`src/rtl/cnf_truth_table_sequencer_if.sv`:
```
// Host register and CUT signal bundle for the truth-table sequencer.
// master = host/bench side, slave = sequencer side.
interface cnf_truth_table_sequencer_if #(
   parameter int N_IN  = 4,
   parameter int N_OUT = 5
);
   logic             start;
   logic             abort;
   logic             busy;
   logic             done;
   logic [N_IN-1:0]  cut_x;
   logic [N_OUT-1:0] cut_f;
   logic             exp_we;
   logic [N_IN-1:0]  exp_addr;
   logic [N_OUT-1:0] exp_data;
   logic [N_IN-1:0]  rd_addr;
   logic [N_OUT-1:0] rd_data;
   logic [N_IN:0]    mismatch_cnt;
   logic [N_IN-1:0]  first_fail;
   logic             fail_valid;
   logic             pass;

   modport master (
      output start, abort, cut_f,
      output exp_we, exp_addr, exp_data, rd_addr,
      input  busy, done, cut_x, rd_data,
      input  mismatch_cnt, first_fail, fail_valid, pass
   );

   modport slave (
      input  start, abort, cut_f,
      input  exp_we, exp_addr, exp_data, rd_addr,
      output busy, done, cut_x, rd_data,
      output mismatch_cnt, first_fail, fail_valid, pass
   );
endinterface

```
`src/rtl/cnf_truth_table_sequencer.sv`:
```
// Sweeps every input minterm through a combinational CUT and compares
// the sampled outputs against a host-loaded golden truth table.
module cnf_truth_table_sequencer #(
   parameter int N_IN   = 4,
   parameter int N_OUT  = 5,
   parameter int SETTLE = 1
) (
   input logic clk,
   input logic rst,
   cnf_truth_table_sequencer_if.slave bus
);
   localparam int DEPTH = 1 << N_IN;
   localparam int SW    = (SETTLE < 2) ? 1 : $clog2(SETTLE);
   localparam logic [SW-1:0]   SETTLE_LAST = SW'(SETTLE - 1);
   localparam logic [N_IN-1:0] LAST_IDX    = '1;

   typedef enum logic [2:0] {
      S_IDLE,
      S_APPLY,
      S_SETTLE,
      S_CAPTURE,
      S_DONE
   } state_t;

   state_t state;
   state_t state_nx;

   logic [N_IN-1:0]  idx;
   logic [SW-1:0]    scnt;
   logic [N_IN-1:0]  cut_x_q;
   logic [N_IN:0]    miss_cnt;
   logic [N_IN-1:0]  ff_idx;
   logic             ff_vld;
   logic             pass_q;
   logic             busy_q;
   logic [N_OUT-1:0] gold [DEPTH];
   logic [N_OUT-1:0] capt [DEPTH];

   logic abort_hit;
   logic miss;

   assign abort_hit = bus.abort && (state != S_IDLE);
   assign miss      = bus.cut_f != gold[idx];

   always_ff @(posedge clk or posedge rst) begin
      if (rst) state <= S_IDLE;
      else     state <= state_nx;
   end

   always_comb begin
      state_nx = state;
      unique case (state)
         S_IDLE:    if (bus.start) state_nx = S_APPLY;
         S_APPLY:   state_nx = S_SETTLE;
         S_SETTLE:  if (scnt == SETTLE_LAST) state_nx = S_CAPTURE;
         S_CAPTURE: state_nx = (idx == LAST_IDX) ? S_DONE : S_APPLY;
         S_DONE:    state_nx = S_IDLE;
         default:   state_nx = S_IDLE;
      endcase
      // abort outranks any capture/done progress this cycle
      if (abort_hit) state_nx = S_IDLE;
   end

   always_ff @(posedge clk or posedge rst) begin
      if (rst) begin
         idx      <= '0;
         scnt     <= '0;
         cut_x_q  <= '0;
         miss_cnt <= '0;
         ff_idx   <= '0;
         ff_vld   <= 1'b0;
         pass_q   <= 1'b0;
         busy_q   <= 1'b0;
         for (int i = 0; i < DEPTH; i++) begin
            gold[i] <= '0;
            capt[i] <= '0;
         end
      end else begin
         // golden table frozen while a sweep is in flight
         if (state == S_IDLE && bus.exp_we)
            gold[bus.exp_addr] <= bus.exp_data;
         if (abort_hit) begin
            busy_q <= 1'b0;
            pass_q <= 1'b0;
         end else begin
            unique case (state)
               S_IDLE: begin
                  if (bus.start) begin
                     idx      <= '0;
                     miss_cnt <= '0;
                     ff_idx   <= '0;
                     ff_vld   <= 1'b0;
                     pass_q   <= 1'b0;
                     busy_q   <= 1'b1;
                  end
               end
               S_APPLY: begin
                  cut_x_q <= idx;
                  scnt    <= '0;
               end
               S_SETTLE: begin
                  if (scnt != SETTLE_LAST)
                     scnt <= scnt + 1'b1;
               end
               S_CAPTURE: begin
                  capt[idx] <= bus.cut_f;
                  if (miss) begin
                     miss_cnt <= miss_cnt + 1'b1;
                     if (!ff_vld) begin
                        ff_idx <= idx;
                        ff_vld <= 1'b1;
                     end
                  end
                  if (idx != LAST_IDX)
                     idx <= idx + 1'b1;
               end
               S_DONE: begin
                  pass_q <= (miss_cnt == '0);
                  busy_q <= 1'b0;
               end
               default: ;
            endcase
         end
      end
   end

   assign bus.busy         = busy_q;
   assign bus.done         = (state == S_DONE) && !bus.abort;
   assign bus.cut_x        = cut_x_q;
   assign bus.rd_data      = capt[bus.rd_addr];
   assign bus.mismatch_cnt = miss_cnt;
   assign bus.first_fail   = ff_idx;
   assign bus.fail_valid   = ff_vld;
   assign bus.pass         = pass_q;

endmodule

```
`src/flat_wrapper.sv`:
```
// flat-port wrapper written by rule: the top's interface ports become plain ports
module cnf_truth_table_sequencer_flat 
#(
   parameter int N_IN   = 4,
   parameter int N_OUT  = 5,
   parameter int SETTLE = 1
)
  (clk, rst, bus_start, bus_abort, bus_cut_f, bus_exp_we, bus_exp_addr, bus_exp_data, bus_rd_addr, bus_busy, bus_done, bus_cut_x, bus_rd_data, bus_mismatch_cnt, bus_first_fail, bus_fail_valid, bus_pass);
  cnf_truth_table_sequencer_if #(.N_IN(N_IN), .N_OUT(N_OUT)) bus_i ();
  input logic clk;
  input logic rst;
  input wire logic [$bits(bus_i.start)-1:0] bus_start;
  input wire logic [$bits(bus_i.abort)-1:0] bus_abort;
  input wire logic [$bits(bus_i.cut_f)-1:0] bus_cut_f;
  input wire logic [$bits(bus_i.exp_we)-1:0] bus_exp_we;
  input wire logic [$bits(bus_i.exp_addr)-1:0] bus_exp_addr;
  input wire logic [$bits(bus_i.exp_data)-1:0] bus_exp_data;
  input wire logic [$bits(bus_i.rd_addr)-1:0] bus_rd_addr;
  output wire logic [$bits(bus_i.busy)-1:0] bus_busy;
  output wire logic [$bits(bus_i.done)-1:0] bus_done;
  output wire logic [$bits(bus_i.cut_x)-1:0] bus_cut_x;
  output wire logic [$bits(bus_i.rd_data)-1:0] bus_rd_data;
  output wire logic [$bits(bus_i.mismatch_cnt)-1:0] bus_mismatch_cnt;
  output wire logic [$bits(bus_i.first_fail)-1:0] bus_first_fail;
  output wire logic [$bits(bus_i.fail_valid)-1:0] bus_fail_valid;
  output wire logic [$bits(bus_i.pass)-1:0] bus_pass;
  assign bus_i.start = bus_start;
  assign bus_i.abort = bus_abort;
  assign bus_i.cut_f = bus_cut_f;
  assign bus_i.exp_we = bus_exp_we;
  assign bus_i.exp_addr = bus_exp_addr;
  assign bus_i.exp_data = bus_exp_data;
  assign bus_i.rd_addr = bus_rd_addr;
  assign bus_busy = bus_i.busy;
  assign bus_done = bus_i.done;
  assign bus_cut_x = bus_i.cut_x;
  assign bus_rd_data = bus_i.rd_data;
  assign bus_mismatch_cnt = bus_i.mismatch_cnt;
  assign bus_first_fail = bus_i.first_fail;
  assign bus_fail_valid = bus_i.fail_valid;
  assign bus_pass = bus_i.pass;
  cnf_truth_table_sequencer #(.N_IN(N_IN), .N_OUT(N_OUT), .SETTLE(SETTLE)) u_core (.clk(clk), .rst(rst), .bus(bus_i));
endmodule
```
`config.mk`:
```
export PLATFORM = sky130hd
export DESIGN_NAME = cnf_truth_table_sequencer_flat
export DESIGN_NICKNAME = d
export VERILOG_FILES = /design/src/rtl/cnf_truth_table_sequencer_if.sv /design/src/rtl/cnf_truth_table_sequencer.sv /design/src/flat_wrapper.sv
export SDC_FILE = /design/constraint.sdc
export NUM_CORES = 1
export LEC_CHECK = 0
export ABC_AREA = 1
export CAP_MARGIN = 25
export CORE_UTILIZATION = 55
export DETAILED_ROUTE_END_ITERATION = 16
export DONT_BUFFER_PORTS = 1
export PLACE_DENSITY_LB_ADDON = 0.05
export REMOVE_ABC_BUFFERS = 1
export SYNTH_ARGS = -nofsm -noshare
export SYNTH_HDL_FRONTEND = slang
export SYNTH_SLANG_ARGS = --single-unit
```
`constraint.sdc`:
```
create_clock -name clk -period 5.69 [get_ports clk]
set_input_delay 0.8535 -clock clk [delete_from_list [all_inputs] [get_ports clk]]
set_output_delay 0.8535 -clock clk [all_outputs]
set_load 0.02 [all_outputs]
```
==> metrics.yaml <==
timing:
  slew_viol_final: 0
  rsz0062_at_grt: "no"
  final.period_utilization: 0.502
  fin_crit_ns: 2.85
  timing.fmax_ghz: 0.350
  skew_ns: 0.00703
  relSlewSlack: 0.343
  setup-tns-final_ns: 0
  fin_ws_ns: 2.84
  hold_violations: 0
  worstMarginPinSlew_ns: 0.986
  finalSetupViolations: 0
global_route:
  grtUsageMet2: 0.435
  antenna_found_initial: 0
  use_met3: 0.0428
  gr-usage-met1: 0.395
  grt_overflow: 0
  grt_pass1_vias: 6552
  grt.total_usage: 0.277
  grt_pass1_wl_mm: 35.1
  grt_busiest_layer: "met2"
  grt_max_degree: 184
logic_synthesis:
  avgSynthCellArea_um2: 7.96
  yosys_warnings: 0
  yosysSeqAreaShare: 0.521
  synth-seq-cells: 183
  ys_types: 29
  synth_area_mm2: 0.00878
  synth_cells: 1104
routing:
  wl_per_cell_um: 16.3
  wirelength_mm: 21.4
  drt_iter0_markers: 518
  drtPass1Iterations: 8
  ant_nets: 0
  drc: 0
  vias: 7014
  viasPerCell: 5.35
clocking:
  cts_setup_buffers: 0
  clk_pin_slew_ns: 0.07
  clk_latency_ns: 0.43
  cts.path.max_buffers: 2
  clockRootBuffer: "clkbuf_16"
  clkSinkCount: 183
  cts_made_buffers: 17
  holdBufCountCts: 0
  cts_tree: "done"
  cts.repair.resized: 0
  ctsHtreeMaxLevel: 4
critical_path:
  cp.arrival_ns: 3.21
  reg2reg_to: "u_core.bus.mismatch_cnt[4]$_DFFE_PP0P_"
  r2r_slack_ns: 2.84
  crit_type: "reg2reg"
  cp_max_fo: 27
  worst_path_max_delay_cell: "dfrtp_1"
  r2r_start: "u_core.idx[1]$_DFFE_PP0P_"
  cp.required_ns: 6.04
  cpMostUsedCell: "nand2_1"
  worstSetupStartpointType: "flop"
  setup.worst_path.end_class: "flop"
  critPathMaxStageDelay_ns: 0.88
  r2r_cells: 12
  path_cells: "inv_2 -> nand3_1 -> nand2_1 -> nand2_1 -> nand2_1 -> o21ai_0 -> nand2_1 -> nor2_1 -> nand3_2 -> nand2_2 -> nand2_1 -> o21ai_1"
place:
  dp_hpwl_mm: 13.8
  gp_congestion: 0.808
  dp_cells: 1280
  dpl_cell_area_mm2: 0.00889
  port-buffer-count: 0
  dp_slack_ns: 2.87
layout:
  instances_no_fill: 1311
  regArea_mm2: 0.00458
  multi_input_area_mm2: 0.00353
  fill_cells: 1426
  diodes: 0
  drive_gt1_frac: 0.0500
  area_delta_synth_final_pct: 8.25
  fin_area_mm2: 0.00951
  final_nets: 1117
run_status:
  status: "finished clean"
min_path:
  hold_class: "reg2reg"
  min_path_cells: 2
  hold_end: "u_core.capt[52]$_DFFE_PP0P_"
  min-delay-start: "u_core.capt[52]$_DFFE_PP0P_"
die:
  coreArea_mm2: 0.0154
  ios: 45
  die-area_mm2: 0.0165
  die_w_um: 128
  rows: 45
  start_util: 0.572
  die_h_um: 128
power_and_ir_drop:
  vdd_drop_max_mv: 0.230
  p_leak_nw: 4.56
  fin_total_pwr_mw: 4.14
  power_density_mw_per_mm2: 435
job:
  drv_cap: 0
==> critical path: cells and delay by family (launching register included) <==
kind                   cells  cell delay, ns
flip-flops                 1            0.88
AND/OR/NAND/NOR            9            1.18
buffers and inverters      1            0.46
AO/OA/AOI/OAI              2            0.24
==> area by class of cell <==
cell class              instances  share of cell area
flip-flops and latches        183               0.482
multi-input cells             757               0.372
inverters                     127              0.0507
clock buffers                  21              0.0505
well taps                     211              0.0278
clock inverters                10              0.0149
repair buffers                  2             0.00289
==> cells in the final DEF (no fill, tap or decap), types with 8 or more instances in the layout <==
cell / netlist / layout
mux2i_1: 20 / 20
dfrtp_1: 183 / 183
nand2_1: 371 / 371
clkbuf_16: 0 / 17
a21oi_1: 21 / 21
o211ai_1: 20 / 20
o21ai_1: 15 / 15
inv_1: 121 / 120
nor3_1: 8 / 8
nor2_1: 39 / 39
o21ai_0: 188 / 188
nand3_1: 42 / 42
==> synthesized netlist by cell type <==
library cell / count / area, um2
buf_2: 8 / 40.0
nand2_1: 371 / 1390
clkbuf_1: 21 / 78.8
o21ai_2: 4 / 35.0
o21ai_1: 15 / 75.1
nor3_2: 1 / 10.0
nand3_1: 42 / 210
a31oi_1: 1 / 6.26
nor2_1: 39 / 146
dfrtp_1: 183 / 4580
nor2_2: 3 / 18.8
a32o_1: 1 / 10.0
nor3_1: 8 / 40.0
xor2_1: 3 / 26.3
nand2_2: 6 / 37.5
inv_2: 6 / 22.5
nor3b_1: 1 / 7.51
o21ai_0: 188 / 941
mux2i_1: 20 / 200
ha_1: 6 / 75.1
buf_6: 5 / 56.3
and2_1: 1 / 6.26
buf_1: 1 / 3.75
inv_1: 121 / 454
a21oi_1: 21 / 105
nand3_2: 1 / 10.0
o211ai_1: 20 / 150
buf_4: 2 / 15.0
nand4_1: 5 / 31.3
==> where the power goes <==
part,internal [mW],switching [mW],leakage (nW),total (mW)
sequential,1.62,0.197,2.43,1.82
clock,0.738,0.503,0.302,1.24
combinational,0.364,0.712,1.83,1.08
total,2.72,1.41,4.56,4.14
==> worst max-delay path by stage <==
stage | start | to | slack, ns | cells after the start
floorplan | rst | u_core.bus.busy$_DFFE_PP0P_ | -0.14 | 1
global placement | u_core.idx[1]$_DFFE_PP0P_ | u_core.bus.fail_valid$_DFFE_PP0P_ | 2.90 | 12
detailed placement | u_core.idx[1]$_DFFE_PP0P_ | u_core.bus.mismatch_cnt[4]$_DFFE_PP0P_ | 2.87 | 12
CTS | u_core.idx[1]$_DFFE_PP0P_ | u_core.bus.mismatch_cnt[4]$_DFFE_PP0P_ | 2.84 | 12
global route | u_core.idx[0]$_DFFE_PP0P_ | u_core.bus.mismatch_cnt[4]$_DFFE_PP0P_ | 2.56 | 15
finish | u_core.idx[1]$_DFFE_PP0P_ | u_core.bus.mismatch_cnt[4]$_DFFE_PP0P_ | 2.84 | 12
==> metrics by stage <==
step / hold slack, ns / util
after floorplan: 0.448 / -
after global placement: 0.460 / 0.578
after detailed placement: 0.468 / 0.578
after CTS: 0.485 / 0.619
after global routing: 0.501 / 0.619
final: 0.482 / 0.619
==> sequential cells by signal (all words and copies together) (netlist names) <==
name	count
u_core.bus.mismatch_cnt	5
u_core.bus.first_fail	4
u_core.gold	80
u_core.state	3
u_core.bus.busy	1
u_core.bus.cut_x	4
u_core.bus.fail_valid	1
u_core.idx	4
u_core.capt	80
u_core.bus.pass	1
==> per-layer routing <==
layer  wire (um)  vias up
met4         412        0
met2       10000      146
met3         858       33
li1            -     3522
met5           0        -
met1       10100     3313
==> kinds of logic (layout without fill, tap and decap cells) <==
logic type | Yosys count | in the layout | share of synthesized area
AOI/OAI and AO/OA | 250 | 250 | 0.151
muxes | 20 | 20 | 0.0228
xor gates and xnor gates | 3 | 3 | 0.00299
buffers and inverters | 164 | 160 | 0.0763
DFF | 183 | 183 | 0.521
adders and majority gates | 6 | 6 | 0.00855
and+or+nand+nor | 478 | 478 | 0.217
Note: power is estimated with default switching activity, not from simulation.
